`src/rtl/accel_pkg.sv`:
```
// Shared types and constants for the host-side accelerator loader.
package accel_pkg;
    localparam int NUM_CELLS = 100;
    localparam int NUM_SHIPS = 5;
    localparam logic [2:0] SHIP_TERM = 3'd7;

    // Field LSB positions inside the 32-bit accelerator word
    localparam int SP1_LSB = 25;
    localparam int V1_LSB  = 24;
    localparam int T1_LSB  = 21;
    localparam int SP2_LSB = 14;
    localparam int V2_LSB  = 13;
    localparam int T2_LSB  = 10;

    typedef enum logic [1:0] {EMPTY = 2'b00, OCC = 2'b01} cell_t;

    typedef struct packed {
        logic [6:0] pos;
        logic       vert;
    } ship_t;

    typedef enum logic [2:0] {
        S_IDLE, S_BOARD, S_GAP1, S_SHIPS, S_GAP2, S_START, S_WAIT
    } state_t;
endpackage

```
`src/rtl/accel_loader_if.sv`:
```
// Loader-to-accelerator bus: packed data word, load strobes and result-valid.
interface accel_loader_if;
    logic [31:0] data;
    logic        update_board;
    logic        update_ship;
    logic        start;
    logic        valid_out;

    modport master (output data, update_board, update_ship, start, input valid_out);
    modport slave  (input data, update_board, update_ship, start, output valid_out);
endinterface

```
`src/rtl/accel_word_pack.sv`:
```
// Packs two {space, vert, type} slots into the accelerator data word.
module accel_word_pack
    import accel_pkg::*;
(
    input  logic [6:0]  space1,
    input  logic        vert1,
    input  logic [2:0]  type1,
    input  logic [6:0]  space2,
    input  logic        vert2,
    input  logic [2:0]  type2,
    output logic [31:0] word
);
    always_comb begin
        word = '0;
        word[SP1_LSB +: 7] = space1;
        word[V1_LSB]       = vert1;
        word[T1_LSB +: 3]  = type1;
        word[SP2_LSB +: 7] = space2;
        word[V2_LSB]       = vert2;
        word[T2_LSB +: 3]  = type2;
    end
endmodule

```
`src/rtl/accel_loader.sv`:
```
// Holds the host board/ship image and streams it to the accelerator on go,
// then waits for the result with a bounded timeout.
module accel_loader
    import accel_pkg::*;
#(
    parameter int TIMEOUT = 4096,
    parameter int TW      = 13
) (
    input  logic       clk,
    input  logic       rst_n,
    input  logic       cell_we,
    input  logic [6:0] cell_addr,
    input  logic [1:0] cell_val,
    input  logic       ship_we,
    input  logic [2:0] ship_idx,
    input  logic [6:0] ship_pos,
    input  logic       ship_vert,
    input  logic       go,
    accel_loader_if.master acc,
    output logic       busy,
    output logic       done,
    output logic       timeout,
    output logic       wr_drop
);
    state_t        state, state_n;
    logic [6:0]    idx, idx_n;
    logic [TW-1:0] to_cnt, to_n;
    logic          done_n, tmo_n;
    logic [1:0]    cells [NUM_CELLS];
    ship_t         ships [NUM_SHIPS];
    logic          idle, cell_ok, ship_ok;

    logic [6:0]  s1, s2;
    logic        v1, v2;
    logic [2:0]  t1, t2;
    logic [31:0] word;

    assign idle    = (state == S_IDLE);
    assign cell_ok = cell_we && idle && (cell_addr < 7'(NUM_CELLS));
    assign ship_ok = ship_we && idle && (ship_idx < 3'(NUM_SHIPS));

    always_ff @(posedge clk or negedge rst_n) begin
        if (!rst_n) begin
            for (int i = 0; i < NUM_CELLS; i++) cells[i] <= EMPTY;
            for (int i = 0; i < NUM_SHIPS; i++) ships[i] <= '0;
        end else begin
            if (cell_ok) cells[cell_addr] <= cell_val;
            if (ship_ok) ships[ship_idx] <= '{pos: ship_pos, vert: ship_vert};
        end
    end

    always_comb begin
        state_n = state;
        idx_n   = idx;
        to_n    = to_cnt;
        done_n  = 1'b0;
        tmo_n   = timeout;
        unique case (state)
            S_IDLE: if (go) begin
                state_n = S_BOARD;
                idx_n   = '0;
                tmo_n   = 1'b0;
            end
            S_BOARD: if (idx == 7'(NUM_CELLS - 1)) begin
                state_n = S_GAP1;
                idx_n   = '0;
            end else idx_n = idx + 7'd1;
            S_GAP1: state_n = S_SHIPS;
            S_SHIPS: if (idx == 7'd2) begin
                state_n = S_GAP2;
                idx_n   = '0;
            end else idx_n = idx + 7'd1;
            S_GAP2: state_n = S_START;
            S_START: begin
                state_n = S_WAIT;
                to_n    = '0;
            end
            S_WAIT: begin
                to_n = to_cnt + TW'(1);
                // A result arriving on the expiry cycle still counts as success
                if (acc.valid_out) begin
                    state_n = S_IDLE;
                    done_n  = 1'b1;
                    tmo_n   = 1'b0;
                end else if (to_cnt == TW'(TIMEOUT - 1)) begin
                    state_n = S_IDLE;
                    done_n  = 1'b1;
                    tmo_n   = 1'b1;
                end
            end
            default: state_n = S_IDLE;
        endcase
    end

    // Word contents are decoded from the next state so the bus is registered
    always_comb begin
        s1 = '0; v1 = 1'b0; t1 = '0;
        s2 = '0; v2 = 1'b0; t2 = '0;
        case (state_n)
            S_BOARD: begin
                s1 = idx_n;
                t1 = {1'b0, cells[idx_n]};
            end
            S_SHIPS: case (idx_n)
                7'd0: begin
                    s1 = ships[0].pos; v1 = ships[0].vert; t1 = 3'd0;
                    s2 = ships[1].pos; v2 = ships[1].vert; t2 = 3'd1;
                end
                7'd1: begin
                    s1 = ships[2].pos; v1 = ships[2].vert; t1 = 3'd2;
                    s2 = ships[3].pos; v2 = ships[3].vert; t2 = 3'd3;
                end
                default: begin
                    s1 = ships[4].pos; v1 = ships[4].vert; t1 = 3'd4;
                    s2 = ships[0].pos; v2 = ships[0].vert; t2 = SHIP_TERM;
                end
            endcase
            default: ;
        endcase
    end

    accel_word_pack u_pack (
        .space1(s1), .vert1(v1), .type1(t1),
        .space2(s2), .vert2(v2), .type2(t2),
        .word  (word)
    );

    always_ff @(posedge clk or negedge rst_n) begin
        if (!rst_n) begin
            state            <= S_IDLE;
            idx              <= '0;
            to_cnt           <= '0;
            acc.data         <= '0;
            acc.update_board <= 1'b0;
            acc.update_ship  <= 1'b0;
            acc.start        <= 1'b0;
            busy             <= 1'b0;
            done             <= 1'b0;
            timeout          <= 1'b0;
            wr_drop          <= 1'b0;
        end else begin
            state            <= state_n;
            idx              <= idx_n;
            to_cnt           <= to_n;
            acc.data         <= word;
            acc.update_board <= (state_n == S_BOARD);
            acc.update_ship  <= (state_n == S_SHIPS);
            acc.start        <= (state_n == S_START);
            busy             <= (state_n != S_IDLE);
            done             <= done_n;
            timeout          <= tmo_n;
            wr_drop          <= (cell_we && !cell_ok) || (ship_we && !ship_ok);
        end
    end
endmodule
```
`src/flat_wrapper.sv`:
```
// flat-port wrapper written by rule: the top's interface ports become plain ports
module accel_loader_flat import accel_pkg::*;
#(
    parameter int TIMEOUT = 4096,
    parameter int TW      = 13
)
  (clk, rst_n, cell_we, cell_addr, cell_val, ship_we, ship_idx, ship_pos, ship_vert, go, busy, done, timeout, wr_drop, acc_data, acc_update_board, acc_update_ship, acc_start, acc_valid_out);
  accel_loader_if acc_i ();
  input  logic clk;
  input  logic rst_n;
  input  logic cell_we;
  input  logic [6:0] cell_addr;
  input  logic [1:0] cell_val;
  input  logic ship_we;
  input  logic [2:0] ship_idx;
  input  logic [6:0] ship_pos;
  input  logic ship_vert;
  input  logic go;
  output logic busy;
  output logic done;
  output logic timeout;
  output logic wr_drop;
  output wire logic [$bits(acc_i.data)-1:0] acc_data;
  output wire logic [$bits(acc_i.update_board)-1:0] acc_update_board;
  output wire logic [$bits(acc_i.update_ship)-1:0] acc_update_ship;
  output wire logic [$bits(acc_i.start)-1:0] acc_start;
  input wire logic [$bits(acc_i.valid_out)-1:0] acc_valid_out;
  assign acc_data = acc_i.data;
  assign acc_update_board = acc_i.update_board;
  assign acc_update_ship = acc_i.update_ship;
  assign acc_start = acc_i.start;
  assign acc_i.valid_out = acc_valid_out;
  accel_loader #(.TIMEOUT(TIMEOUT), .TW(TW)) u_core (.clk(clk), .rst_n(rst_n), .cell_we(cell_we), .cell_addr(cell_addr), .cell_val(cell_val), .ship_we(ship_we), .ship_idx(ship_idx), .ship_pos(ship_pos), .ship_vert(ship_vert), .go(go), .acc(acc_i), .busy(busy), .done(done), .timeout(timeout), .wr_drop(wr_drop));
endmodule
```
`config.mk`:
```
export PLATFORM = sky130hd
export DESIGN_NAME = accel_loader_flat
export DESIGN_NICKNAME = d
export VERILOG_FILES = /design/src/rtl/accel_pkg.sv /design/src/rtl/accel_loader_if.sv /design/src/rtl/accel_word_pack.sv /design/src/rtl/accel_loader.sv /design/src/flat_wrapper.sv
export SDC_FILE = /design/constraint.sdc
export NUM_CORES = 1
export LEC_CHECK = 0
export ABC_AREA = 1
export CAP_MARGIN = 10
export CELL_PAD_IN_SITES_DETAIL_PLACEMENT = 0
export CELL_PAD_IN_SITES_GLOBAL_PLACEMENT = 1
export CORE_MARGIN = 4
export CORE_UTILIZATION = 31
export CTS_CLUSTER_DIAMETER = 50
export CTS_CLUSTER_SIZE = 8
export DETAILED_ROUTE_END_ITERATION = 6
export HOLD_SLACK_MARGIN = 0.1
export PLACE_DENSITY = 0.64
export SLEW_MARGIN = 5
export SYNTH_ARGS = -nofsm -noshare
export SYNTH_HDL_FRONTEND = slang
export SYNTH_SLANG_ARGS = --single-unit
```
`constraint.sdc`:
```
create_clock -name clk -period 2.2 [get_ports clk]
set_input_delay 0.44 -clock clk [delete_from_list [all_inputs] [get_ports clk]]
set_output_delay 0.44 -clock clk [all_outputs]
set_load 0.02 [all_outputs]
```
After elaboration in Yosys (flattened, before gate mapping)
Cells that the tools add are included.
{ "totals": {"ff_bits": 292, "in_bits": 26, "output_inout_bits": 39, "wordCells": 204} }
{ "classes": {"add_sub_neg": 2, "magnitude_cmp": 7, "eq_ne": 15, "mux": 39, "bitwise": 3, "reduce_logical": 17} }
{ "ops": {"columns": ["operator", "count"], "rows": [
  ["$bwmux W200", 1],
  ["$pmux W7 S2", 3],
  ["$bwmux W40", 1],
  ["$mux W7", 4],
  ["$pmux W13 S2", 1],
  ["$demux W8 S3", 1],
  ["$pmux W3 S7", 1],
  ["$pmux W7 S3", 1],
  ["$mux W3", 6],
  ["$pmux W3 S2", 3],
  ["$ge A8 B8 Y1 const B", 2],
  ["$not A7 Y8", 2],
  ["$bmux W2 S7", 1],
  ["$demux W2 S7", 1],
  ["$add A13 B1 Y13 const B", 1],
  ["$eq A13 B12 Y1 const B", 1],
  ["$eq A3 B3 Y1 const B", 4],
  ["$eq A3 B2 Y1 const B", 3],
  ["$logic_and A1 B1 Y1", 8],
  ["$lt A8 B1 Y1 const B", 1],
  ["$mux W1", 8],
  ["$mux W8", 1],
  ["$add A7 B1 Y7 const B", 1],
  ["$eq A7 B1 Y1 const B", 1],
  ["other kinds (19)", 26]
]} }

Longest topological paths before layout
Gate-level depths: netlist of run 1.
{ "logic_depth": {"depth_word": 8, "mapped_depth": 19, "depth_no_buf": 19} }

Cells and area by module
Synthesis of run 1 repeated with hierarchy kept, for this count alone.
{ "unflattened": {"cells_unflattened": 1783, "area_unflattened_um2": 14296.2} }
{ "by_module_without_submodules": {"columns": ["mod", "instances", "cells_each", "area_per_inst_um2", "seq_area_each_um2"], "rows": [
  ["accel_loader", 1, 1750, 14052.2, 7557.2],
  ["accel_word_pack", 1, 33, 244.0, 0.0]
]} }

Least setup slack after synthesis of run 1
No wires, ideal clock.
{ "synth_path": {"path_type": "register to register", "from": "reg u_core.idx[0]", "to": "reg u_core.acc.data[25]", "setup_time_ns": 0.136, "arrival_ns": 2.150, "required_time_ns": 2.064, "setup_slack_ns": -0.086, "path_stages_with_launch": 18, "path_buffers": 1, "period_less_slack_ns": 2.286, "cell_sequence": "dfrtp_1 > inv_1 > ha_1 > inv_1 > nor2_1 > nand3_2 > nand2_1 > nand2_4 > nand3_2 > o21ai_4 > inv_4 > nand2_4 > nor2_8 > nand4_4 > and2_1 > buf_2 > nand2_1 > nand4_1"} }
{ "synth_between": {"elab_chain_len": 6, "word_cells_on_any_way": 16, "classes_between": "add/sub: 1; eq/ne: 5; mux: 9; reduce/logical: 1"} }
{ "synth_lines": {"columns": ["element", "line_no", "rtl"], "rows": [
  ["start, declared", "accel_loader.sv:26", "logic [6:0] idx, idx_n;"],
  ["start signal, assigned", "accel_loader.sv:143", "idx <= idx_n;"],
  ["$add A7 B1 Y7 (tied with other cells)", "accel_loader.sv:67, accel_loader.sv:72", null],
  ["$mux W7, on equally long branches", "accel_loader.sv:69, accel_loader.sv:64", null],
  ["$pmux W7 S3", "accel_loader.sv:58", "unique case (state)"],
  ["$eq A7 B1 Y1 / $logic_not A7 Y1 (equally long branches)", "accel_loader.sv:104", "S_SHIPS: case (idx_n)"],
  ["$pmux W7 S2", "accel_loader.sv:104", null],
  ["$pmux W7 S2 *", "accel_loader.sv:99", "case (state_n)"],
  ["via u_core.s1[0]", "accel_loader.sv:33", "logic [6:0] s1, s2;"],
  ["end signal, assigned", "accel_loader.sv:145", "acc.data <= word;"],
  ["end, declared", "accel_loader_if.sv:9", "modport master (output data, update_board, update_ship, start, input valid_out);"]
]} }
The timed path passes the listed nets; every way through them passes the cells marked *.
A chain may end at the register's enable or synchronous reset.

Worst setup path in the final report of run 1
{ "layout_path": {"from": "reg u_core.idx[1]", "to": "reg u_core.acc.data[22]"} }
{ "layout_between": {"elab_chain_len": 8, "word_cells_on_any_way": 20, "classes_between": "add/sub: 1; eq/ne: 5; mux: 12; bitwise: 1; reduce/logical: 1"} }
{ "layout_lines": {"columns": ["element", "line_no", "rtl"], "rows": [
  ["$add A7 B1 Y7 (tied with other cells)", "accel_loader.sv:67, accel_loader.sv:72", null],
  ["$mux W7, on equally long branches", "accel_loader.sv:69, accel_loader.sv:64", null],
  ["$pmux W7 S3", "accel_loader.sv:58", null],
  ["$not A7 Y8 (not written as such)", "accel_loader.sv:102", "t1 = {1'b0, cells[idx_n]};"],
  ["$bmux W2 S7", "accel_loader.sv:102", null],
  ["$mux W2 (not written as such) (2 in a row)", "accel_loader.sv:102", null],
  ["$pmux W3 S2 *", "accel_loader.sv:99", null],
  ["via u_core.t1[1]", "accel_loader.sv:35", "logic [2:0] t1, t2;"]
]} }
The timed path passes the listed nets; every way through them passes the cells marked *. The select of a mux whose other input is x is not followed.

==> reports/metrics.yaml, run 1 <==
num_antenna_cells: 0
synth_area_mm2: 0.0139
async_reset_ff_share_pct: 100
hold_path_class: "input pin to asynchronous set/reset pin"
rsz0062_at_grt: "yes"
h-tree-depth: 2
die_w_um: 220
setup_viol_count_final: 18
seqCellArea_mm2: 0.00728
synth.top_cell.area_share_pct: 52.5
fmax_mhz: 424
dpl_cell_area_mm2: 0.0163
final_cell_mix: "nand2_1 (606), dfrtp_1 (289), o21ai_0 (278)"
worst-path-max-fanout: 8
ant_nets: 0
cts.clk_slew.worst_paths_ns: 0.05
fin_crit_sh_pct: 107
synth.area.top_cells: "dfrtp_1 (53%), nand2_1 (18%), o21ai_0 (11%)"
grt_pass1_wl_mm: 69.6
drt_first_iter_violations: 938
min_period_ns: 2.36
avgSynthCellArea_um2: 7.85
fillCellCount: 4401
start_util_pct: 31.4
clock_latency_ns: 0.59
cts.sinks: 291
final.setup.worst_slack_ns: -0.156
yosysTopAreaCell: "dfrtp_1"
globalRouteOverflowTotal: 0
clock_skew_ns: 0.0257
dp_cells: 2487
row_count: 77
power.density_mw_per_mm2: 1590
fin_cells: 2596
place_congestion: 0.841
antenna_found_initial: 0
final_common_cell: "nand2_1"
design_area_mm2: 0.0191
grt_pass1_vias: 12200
num_io_pins: 65
drc: 0
maxCapViolations: 0
numPortBuffers: 54
nets: 2013
leakagePower_nw: 8.68
dpl.hpwl_mm: 27.8
num_vias: 12600
layout-drive-gt1-share_pct: 20.4
die_h_um: 220
peakVddDrop_mv: 0.919
layout-area-overhead-vs-synth_pct: 37.9
synth_edf_count: 0
drv_slew: 0
dp_slack_ns: -0.685
grt_use_total_pct: 18.5
wl_per_cell_um: 17.8
multiInputGateArea_mm2: 0.00629
grt_max_degree: 101
ys_warn_count: 0
synth_cells: 1767
violations: "negative setup slack"
ys_types: 46
vias_per_cell: 4.87
cts_max_path_buffers: 3
synth_ff_type: "dfrtp_1"
crit_arrival_ns: 2.88
ys_ff_latch: 291
endpoint_kind: "register"
core_mm2: 0.0442
hold_viol: 0
cts_tree: "yes"
status: "complete, but fails checks"
fp.dieArea_mm2: 0.0482
cp.required_ns: 2.72
timing.hold.ws_ns: 0.354
dr.pass1.iters: 5
final_util_pct: 43.2
worstSetupPathType: "register to register"
cts_inserted_buffers: 49
start_kind: "register"
routed_wl_mm: 46.1
cts.root.buffer_cell: "clkbuf_16"
ys_seq_area_share_pct: 52.5
==> cell usage after synthesis, types with 3 or more instances <==
cell type  count
inv_1        124
buf_4         11
a31oi_1        5
nand4_1       26
nor2_1        50
dfrtp_1      291
o21ai_1        4
o22ai_1        3
inv_2          4
nand3_2        4
clkinv_1       3
nor2_2         3
nand3_1      128
nand3b_1       3
nor3_1        15
clkbuf_1      48
ha_1           3
nand2_1      662
a21oi_1       25
nand2_2        3
o21ai_0      295
or2_2          3
buf_2         22
==> kinds of logic after synthesis <==
family          after synthesis  synth area share, %
buf+inv                     216                 6.43
other cells                   1               0.0270
fa+ha+maj                     3                0.271
flops                       291                 52.5
simple gates                912                 27.8
compound gates              343                 12.8
xor+xnor                      1                0.117
==> repair_timing <==
action / CTS / global route
buffers inserted: 9 / 11
endpoints found under the hold margin: 92 / 0
setup endpoints to repair: 218 / 239
pin swaps: 11 / 24
hold buffers: 1 / 0
gates resized for setup: 29 / 153
gates cloned: 4 / 13
==> per-stage QoR <==
stage	setup TNS (ns)	total power, W
2_1_floorplan	-0.133	0.0135
4_1_cts	-2.90	0.0281
3_5_place_dp	-85.87	0.0189
3_3_place_gp	-82.37	0.0190
5_1_grt	-15.06	0.0322
6_report	-1.40	0.0304
==> registers in the layout, indices dropped and copies added, names as in the netlist <==
name / cells
u_core.to_cnt: 13
u_core.done: 1
u_core.acc.start: 1
u_core.wr_drop: 1
u_core.state: 3
u_core.acc.data: 22
u_core.busy: 1
u_core.acc.update_board: 1
u_core.idx: 7
u_core.ships: 40
u_core.cells: 200
u_core.timeout: 1
==> cell type report <==
class,count,area share (%)
Multi-Input combinational cell,1271,32.9
Clock inverter,15,1.61
Clock buffer,56,6.86
Inverter,133,2.72
Sequential cell,291,38.1
Timing Repair Buffer,238,13.9
Tap cell,592,3.87
==> critical path: stages, from the launching register on <==
cell and delay [ns]:
dfrtp_1 0.36, buf_4 0.14, ha_4 0.12, inv_2 0.04, nor2_4 0.09, nand3_4 0.10, nand3_4 0.11, nand3_4 0.12
buf_12 0.19, buf_12 0.15, nor2_4 0.15, buf_6 0.14, nand2_1 0.06, nand3_2 0.09, nand2_1 0.07, a21oi_2 0.21
a21oi_2 0.09, nand2_1 0.06
==> report_power, final <==
part	leakage [nW]	internal [W]	total, W	switching, W
clock network	0.791	0.00502	0.00769	0.00267
logic	3.90	0.00698	0.0160	0.00903
registers	3.99	0.00617	0.00665	0.000476
total	8.68	0.0182	0.0304	0.0122
==> metal layers <==
metal | vias up | routed length, um | GRT usage (%)
met4 | 0 | 1390 | 6.26
met2 | 293 | 21300 | 29.8
met1 | 6090 | 21400 | 25.6
li1 | 6180 | - | -
met3 | 85 | 1980 | 2.62
met5 | - | 0 | 0
==> final timing paths <==
kind | slack [ns] | start | cells past startpoint | end
hold / removal | 0.35 | rst_n | 2 | u_core.cells[196]
max in group asynchronous | 1.10 | rst_n | 3 | u_core.cells[82]
setup / recovery | -0.16 | u_core.idx[1] | 17 | u_core.acc.data[22]
min in group clk | 0.45 | ship_we | 3 | u_core.wr_drop
hold reg to reg | 0.48 | u_core.cells[95] | 2 | u_core.cells[95]
setup reg to reg | -0.16 | u_core.idx[1] | 17 | u_core.acc.data[22]
Note: power is estimated with default switching activity, not from simulation.
==> run 2, diff against run 1 <==
- DONT_BUFFER_PORTS: not set -> 1
- GPL_TIMING_DRIVEN: not set -> 1
- PLACE_DENSITY: 0.64 -> 0.62
- REMOVE_ABC_BUFFERS: not set -> 1
==> run 2 against run 1 <==
The flow finishes with violations (negative hold slack, negative setup slack). First-iteration DRC count decreased by 17%. Clock-buffer cell count down 1. Clock power fell by 14%. Critical path type unchanged. Critical endpoint unchanged. Via count is 0.83% lower. Maximum frequency down 2.2%. Non-clock buffer count is 41 lower.
==> reports/metrics.yaml, run 2 (same netlist as run 1, synthesis figures left out) <==
status: "complete, but fails checks"
violations: "negative hold slack, negative setup slack"
num_io_pins: 65
cts_tree: "yes"
grt_pass1_vias: 12400
cts_hold_buffers: 5
num_antenna_cells: 0
drt_first_iter_violations: 774
crit_arrival_ns: 2.87
vias_per_cell: 4.92
hold_viol: 291
num_vias: 12500
h-tree-depth: 2
cts.clk_slew.worst_paths_ns: 0.05
worst-path-max-fanout: 7
globalRouteOverflowTotal: 0
setup_viol_count_final: 43
min_period_ns: 2.41
dp_slack_ns: -0.348
wl_per_cell_um: 18.0
p_clk_share_pct: 22.8
grt_use_total_pct: 18.8
total_power_w: 0.0290
pwr-share-seq_pct: 23.6
worst_pin_slew_ns: 1.07
die_w_um: 220
design_area_mm2: 0.0189
cts_inserted_buffers: 46
peakVddDrop_mv: 0.939
worstSetupPathType: "register to register"
cts.sinks: 291
antenna_found_initial: 0
endpoint_kind: "register"
power.density_mw_per_mm2: 1540
fp.dieArea_mm2: 0.0482
ant_nets: 0
routed_wl_mm: 45.9
dr.pass1.iters: 5
leakagePower_nw: 8.78
start_kind: "register"
clock_latency_ns: 0.56
layout-drive-gt1-share_pct: 24.0
dpl_cell_area_mm2: 0.0157
final_util_pct: 42.7
grt_pass1_wl_mm: 70.4
cp.required_ns: 2.66
place_congestion: 0.847
hold_path_class: "input pin to asynchronous set/reset pin"
regMostFlops: "u_core.cells"
grt_max_degree: 292
start_util_pct: 31.4
nets: 1967
p_comb_share_pct: 53.7
cts_max_path_buffers: 3
fin_crit_sh_pct: 110
dpl.hpwl_mm: 27.9
rsz0062_at_grt: "yes"
final_common_cell: "nand2_1"
maxCapViolations: 0
largestRegisters: "u_core.cells: 200 flops, u_core.ships: 40 flops, u_core.acc.data: 22 flops"
p_int_w: 0.0172
numPortBuffers: 0
die_h_um: 220
row_count: 77
largest_register_ffs: 200
fmax_mhz: 415
max_slew_margin_pct: 28.3
p_sw_share_pct: 40.8
final_cell_mix: "nand2_1 (549), dfrtp_1 (290), o21ai_0 (198)"
clock_skew_ns: 0.0174
cts.root.buffer_cell: "clkbuf_16"
timing.hold.ws_ns: -0.403
layout-area-overhead-vs-synth_pct: 36.0
drc: 0
core_mm2: 0.0442
p_switching_w: 0.0119
final.setup.worst_slack_ns: -0.210
drv_slew: 0
[run 2: cell types whose count changed in the layout (fill, tap and decap cells not counted), moves of 16 or more]
cell | before | now
o21ai_0 | 278 | 198
clkdlybuf4s50_1 | 53 | 0
o21ai_1 | 17 | 82
nand2_1 | 606 | 549
nand2_4 | 9 | 36
nand2_8 | 2 | 18
[run 2: metrics by stage]
step	TNS, ns	std cells
floorplan	-44.64	1693
global placement	-4.12	2436
detailed placement	-4.50	2436
CTS	-4.11	2523
global route	-14.47	2547
finish	-4.28	2547
[run 2: critical path: stages, from the launching register on]
cell     delay (ns)
dfrtp_1        0.41
inv_2          0.09
ha_4           0.13
inv_2          0.03
nor2_2         0.07
nand3_2        0.12
nand3_4        0.11
nand3_4        0.10
buf_12         0.16
buf_12         0.15
buf_12         0.13
o21ai_0        0.17
nand2_1        0.08
nand3_1        0.11
nand3_1        0.11
nand3_1        0.09
nand3_2        0.11
nand3_1        0.08
nand2_1        0.05
[run 2: layout make-up]
class                      instances  area, um^2
timing repair buffer             197        2200
sequential                       291        7280
fill                            4430       25400
clock inverter                    10         119
tap                              592         741
clock buffer                      55        1230
multi-input combinational       1269        6780
inverter                         133         509
[run 2: power groups by stage]
stage                     clock network [W]  registers [W]  logic, W
final                               0.00660        0.00685    0.0156
after global routing                0.00698        0.00695    0.0169
after CTS                           0.00679        0.00683    0.0140
after detailed placement                  0        0.00691    0.0124
after global placement                    0        0.00690    0.0123
after floorplan                           0        0.00677   0.00565
[run 2: routing by layer]
layer  vias up  track usage [%]  routed length (um)
li1       6094                -                   -
met1      6058             25.5               20900
met2       299             30.4               20900
met3        90             3.83                2650
met4         2             5.31                1440
met5         -             1.25                  76
[run 2: path summary, 6_finish.rpt]
kind,start,endpoint,slack (ns),depth (start not counted)
setup reg to reg,u_core.idx[0],u_core.acc.data[22],-0.21,18
max in group asynchronous,rst_n,u_core.cells[73],1.74,0
hold / removal,rst_n,u_core.to_cnt[1],-0.40,0
hold reg to reg,u_core.cells[133],u_core.cells[133],0.48,2
setup / recovery,u_core.idx[0],u_core.acc.data[22],-0.21,18
min in group clk,ship_pos[6],u_core.ships[31],0.12,2
[run 2: repair_timing]
item / CTS / global route
hold endpoints to repair: 296 / 291
setup endpoints to repair: 90 / 214
buffers inserted: 11 / 21
gates resized for setup: 50 / 347
cloned: 6 / 4
pin swaps: 12 / 51
==> run 3, diff against run 2 <==
- GPL_ROUTABILITY_DRIVEN: not set -> 0
==> results of run 3 <==
No change in the layout: final DEF, timing and power equal those of run 2.
==> edit 1, RTL diff (flow settings as in run 2) <==
`TW` is set to 13 in 2 places; all go to 26.
--- a/src/rtl/accel_loader.sv
+++ b/src/rtl/accel_loader.sv
@@ -6,3 +6,3 @@
     parameter int TIMEOUT = 4096,
-    parameter int TW      = 13
+    parameter int TW      = 26
 ) (
--- a/src/flat_wrapper.sv
+++ b/src/flat_wrapper.sv
@@ -4,3 +4,3 @@
     parameter int TIMEOUT = 4096,
-    parameter int TW      = 13
+    parameter int TW      = 26
 )
Check against the original RTL: no difference found for any inputs over 4 cycles, from zero or initial values and one cycle with rst_n low; that may be too few to reach the edited logic, so the function may still have changed.
==> edit 1 against run 2 <==
- the flow still finishes with violations (hold timing, setup timing)
- wire length increased by 7.1%
- worst hold slack lost 0.030 ns
- critical path depth unchanged
- first-iteration DRC count rose by 21%
- power is 8.9% lower
- global-route usage grew 0.23 points
- synthesized area grew 6.8%
- worst setup slack got worse by 0.058 ns
- sequential cell count up 12
- clock power up 13%
- cell area rose by 0.52%
- synthesized cell count increased by 7.8%
- critical path type unchanged
- largest power group unchanged
==> edit 1: results (changes against run 2) <==
Global route
  – GRT met2 Usage: 0.306 (+0.00132)
  – First-pass GRT wire length: 76700 µm (+9.0%)
  – GRT Util Overall: 0.190 (+0.00235)
  – Largest net degree at the start of global routing: 304 (+4.1%)
  – GRT met3 Usage: 0.0432 (+0.00491)

Worst setup path
  – Crit Path Max Fanout: 9 (+2)
  – Crit Reg-Reg Endpoint: u_core.acc.data[21]
  – Critical Path AT: 2.93 ns (+0.06 ns)

Clock tree
  – PostCTS Resize Cnt: 47 (-6.0%)
  – Post-CTS Setup Inserts: 16 (+5)
  – CTS buffer count: 50 (+8.7%)
  – CTS Hold Bufs: 4 (-1)
  – Clk Latency, worst-skew pair: 0.58 ns (+0.02 ns)

Final layout
  – Count of non-CTS buffers in the layout: 190 (-3.6%)
  – Clk tree area frac: 0.0814 (+0.00959)
  – Final #Nets: 2094 (+6.5%)
  – Clkbuf count: 61 (+11%)
  – # fillers: 4833 (+9.1%)
  – Non-clock buffer share: 0.101 (-0.0154)
  – Share of layout cells above drive strength 1: 0.175 (-0.0654)
  – Multi-input logic area: 0.00651 mm² (-3.9%)
  – Multi-input combinational cell count: 1355 (+6.8%)

STA
  – Setup violations, final: 21 (-51%)
  – Worst hold slack: -0.434 ns (-0.0302 ns)
  – Final worst slack: -0.268 ns (-0.0575 ns)
  – Endpoints failing hold: 303 (+4.1%)

Logic synthesis
  – XOR/XNOR share of the synthesized area: 0.00118 (+0.00000946)
  – Complex-gate fraction of the synthesized area: 0.120 (-0.00812)
  – Seq/Total Area, Yosys: 0.512 (-0.0133)
  – #FFs+latches synth: 303 (+4.1%)
  – Main area contributors after synthesis: dfrtp_1, nand2_1, o21ai_0
  – Post-synthesis mux area share: 0.00405 (+0.00405)

Detailed routing
  – Wl on met1: 23000 µm (+10%)
  – Met2 Routed Length: 22400 µm (+7.6%)
  – Via count: 13.2k (+5.6%)

Power
  – Static Leak: 0.00866 µW (-1.4%)
  – Worst vdd ir: 869 µV (-7.4%)

Status
  – Failing checks: hold timing, setup timing
  – Status: finished, violations left

Placement
  – Gp weighted congestion: 0.808 (-4.7%)
-- edit 1: cell types whose count changed after synthesis, moves of 7 or more --
cell,delta
buf_4,+10
clkbuf_1,-7
dfrtp_1,+12
inv_1,+17
inv_2,+15
nand2_1,+58
nand4_1,+26
nor2_1,+8
nor4_1,+7
o211ai_1,+9
o21ai_0,-43
o21ai_1,+13
-- edit 1: where the power goes --
| group | internal (µW) | leakage (µW) | switching (µW) |
|---|---|---|---|
| Combinational | 4950 | 0.00375 | 7510 |
| Clock | 4790 | 0.000757 | 2650 |
| Sequential | 6080 | 0.00415 | 471 |
-- edit 1: through the flow --
step           TNS [ns]  instance area (µm²)
6_report          -2.52                19000
2_1_floorplan    -54.70                14400
5_1_grt           -6.60                19000
4_1_cts           -2.53                18500
3_5_place_dp      -4.81                16600
3_3_place_gp      -4.21                16600
==> edit 2, RTL diff (settings of run 2) <==
Made on the original files. The 7 states of `state_t` get a Gray code encoding in 3 bits.
--- a/src/rtl/accel_pkg.sv
+++ b/src/rtl/accel_pkg.sv
@@ -22,3 +22,3 @@
     typedef enum logic [2:0] {
-        S_IDLE, S_BOARD, S_GAP1, S_SHIPS, S_GAP2, S_START, S_WAIT
+        S_IDLE = 3'b000, S_BOARD = 3'b001, S_GAP1 = 3'b011, S_SHIPS = 3'b010, S_GAP2 = 3'b110, S_START = 3'b111, S_WAIT = 3'b101
     } state_t;
Function: no difference found for any inputs over 4 cycles, from zero or initial values and one cycle with rst_n low; so few cycles prove little.
==> edit 2 against run 2 <==
- the run still ends with hold timing, setup timing left
- clock power grew 4.1%
- cell area grew 0.62%
- maximum frequency shrank 4.8%
- die area grew 0.78%
- combinational power shrank 26%
- power shrank 15%
- worst setup slack lost 0.12 ns
- global-route usage grew 0.34 points
- wire length grew 2.1%
- sequential cell count is the same
- synthesized area grew 0.81%
==> edit 2: results (changes against run 2) <==
Status
  – Status: finished, violations left
  – Failing checks: hold timing, setup timing

Power
  – Internal power: 15200 µW (-12%)
  – Static Leak: 0.00893 µW (+1.7%)

Detailed routing
  – Drt pass-1 iters: 6 (+1)
  – Average wire per standard cell: 18.1 µm (+0.48%)
  – Vias/cell: 4.90 (-0.58%)
  – Initial DRC Count: 1051 (+36%)

Global route
  – Vias in the first global route: 12.5k (+1.3%)
  – GRT Util Overall: 0.191 (+0.00337)
  – First-pass GRT wire length: 72500 µm (+3.0%)

STA
  – Final worst slack: -0.331 ns (-0.121 ns)
  – Setup violations, final: 41 (-4.7%)
  – Endpoints failing hold: 291 (unchanged)
  – Worst hold slack: -0.418 ns (-0.0150 ns)
  – Final setup TNS: -5.18 ns (-0.902 ns)

Logic synthesis
  – Yosys cell types: 39 (-15%)
  – Seq/Total Area, Yosys: 0.521 (-0.00423)
  – Main area contributors after synthesis: dfrtp_1, nand2_1, o21ai_0
  – Synth cell count leaders: nand2_1, dfrtp_1, o21ai_0

Placement
  – Post-DP HPWL: 27900 µm (about the same)
  – DP Area: 0.0157 mm² (+0.39%)
  – # placed instances: 2459 (+0.94%)
  – Gp weighted congestion: 0.818 (-3.5%)

Final layout
  – Share of layout cells above drive strength 1: 0.259 (+0.0186)
  – Final #Nets: 2004 (+1.9%)

Clock tree
  – CTS buffer count: 47 (+2.2%)
-- edit 2: repair_timing --
action	4_1_cts	5_1_grt
pin swaps	39	69
endpoints found under the setup margin	211	222
cloned	10	5
setup buffers	32	12
resized for setup	185	159
hold endpoints to repair	297	291
-- edit 2: per-layer routing --
| layer | wire, µm | global-route usage |
|---|---|---|
| met4 | 1110 | 0.0525 |
| met5 | 0 | 0 |
| met3 | 2550 | 0.0354 |
| met1 | 21700 | 0.268 |
| met2 | 21500 | 0.305 |
-- edit 2: layout make-up --
type / count / area [µm²]
Timing Repair Buffer: 221 / 2340
Tap cell: 592 / 741
Clock buffer: 63 / 1330
Multi-Input combinational cell: 1276 / 6670
Inverter: 138 / 532
Fill cell: 4447 / 25400
Clock inverter: 7 / 88.8
Sequential cell: 291 / 7290
-- edit 2: cell families after synthesis --
kind of cell / after synthesis / synth area share
DFF: 291 / 0.521
xor gates and xnor gates: 2 / 0.00125
adders and majority gates: 3 / 0.00269
other: 1 / 0.000268
and+or+nand+nor: 925 / 0.277
AOI/OAI and AO/OA: 336 / 0.125
buffers and inverters: 227 / 0.0722
-- edit 2: final timing paths --
check	slack (ns)	endpoint	cells after the start	from
max reg2reg	-0.33	u_core.acc.data[21]	17	u_core.idx[0]
max	-0.33	u_core.acc.data[21]	17	u_core.idx[0]
min in group clk	0.10	u_core.state[0]	3	acc_valid_out
min	-0.42	u_core.to_cnt[6]	0	rst_n
max in group asynchronous	1.99	u_core.cells[122]	0	rst_n
min reg2reg	0.48	u_core.cells[23]	2	u_core.cells[23]
-- edit 2: power groups by stage --
stage	Combinational, µW	Clock, µW	Sequential (µW)
after floorplan	4410	0	6220
after global placement	8950	0	6310
after detailed placement	8920	0	6310
after CTS	10600	7040	6230
after global routing	12600	7260	6330
final	11500	6870	6280
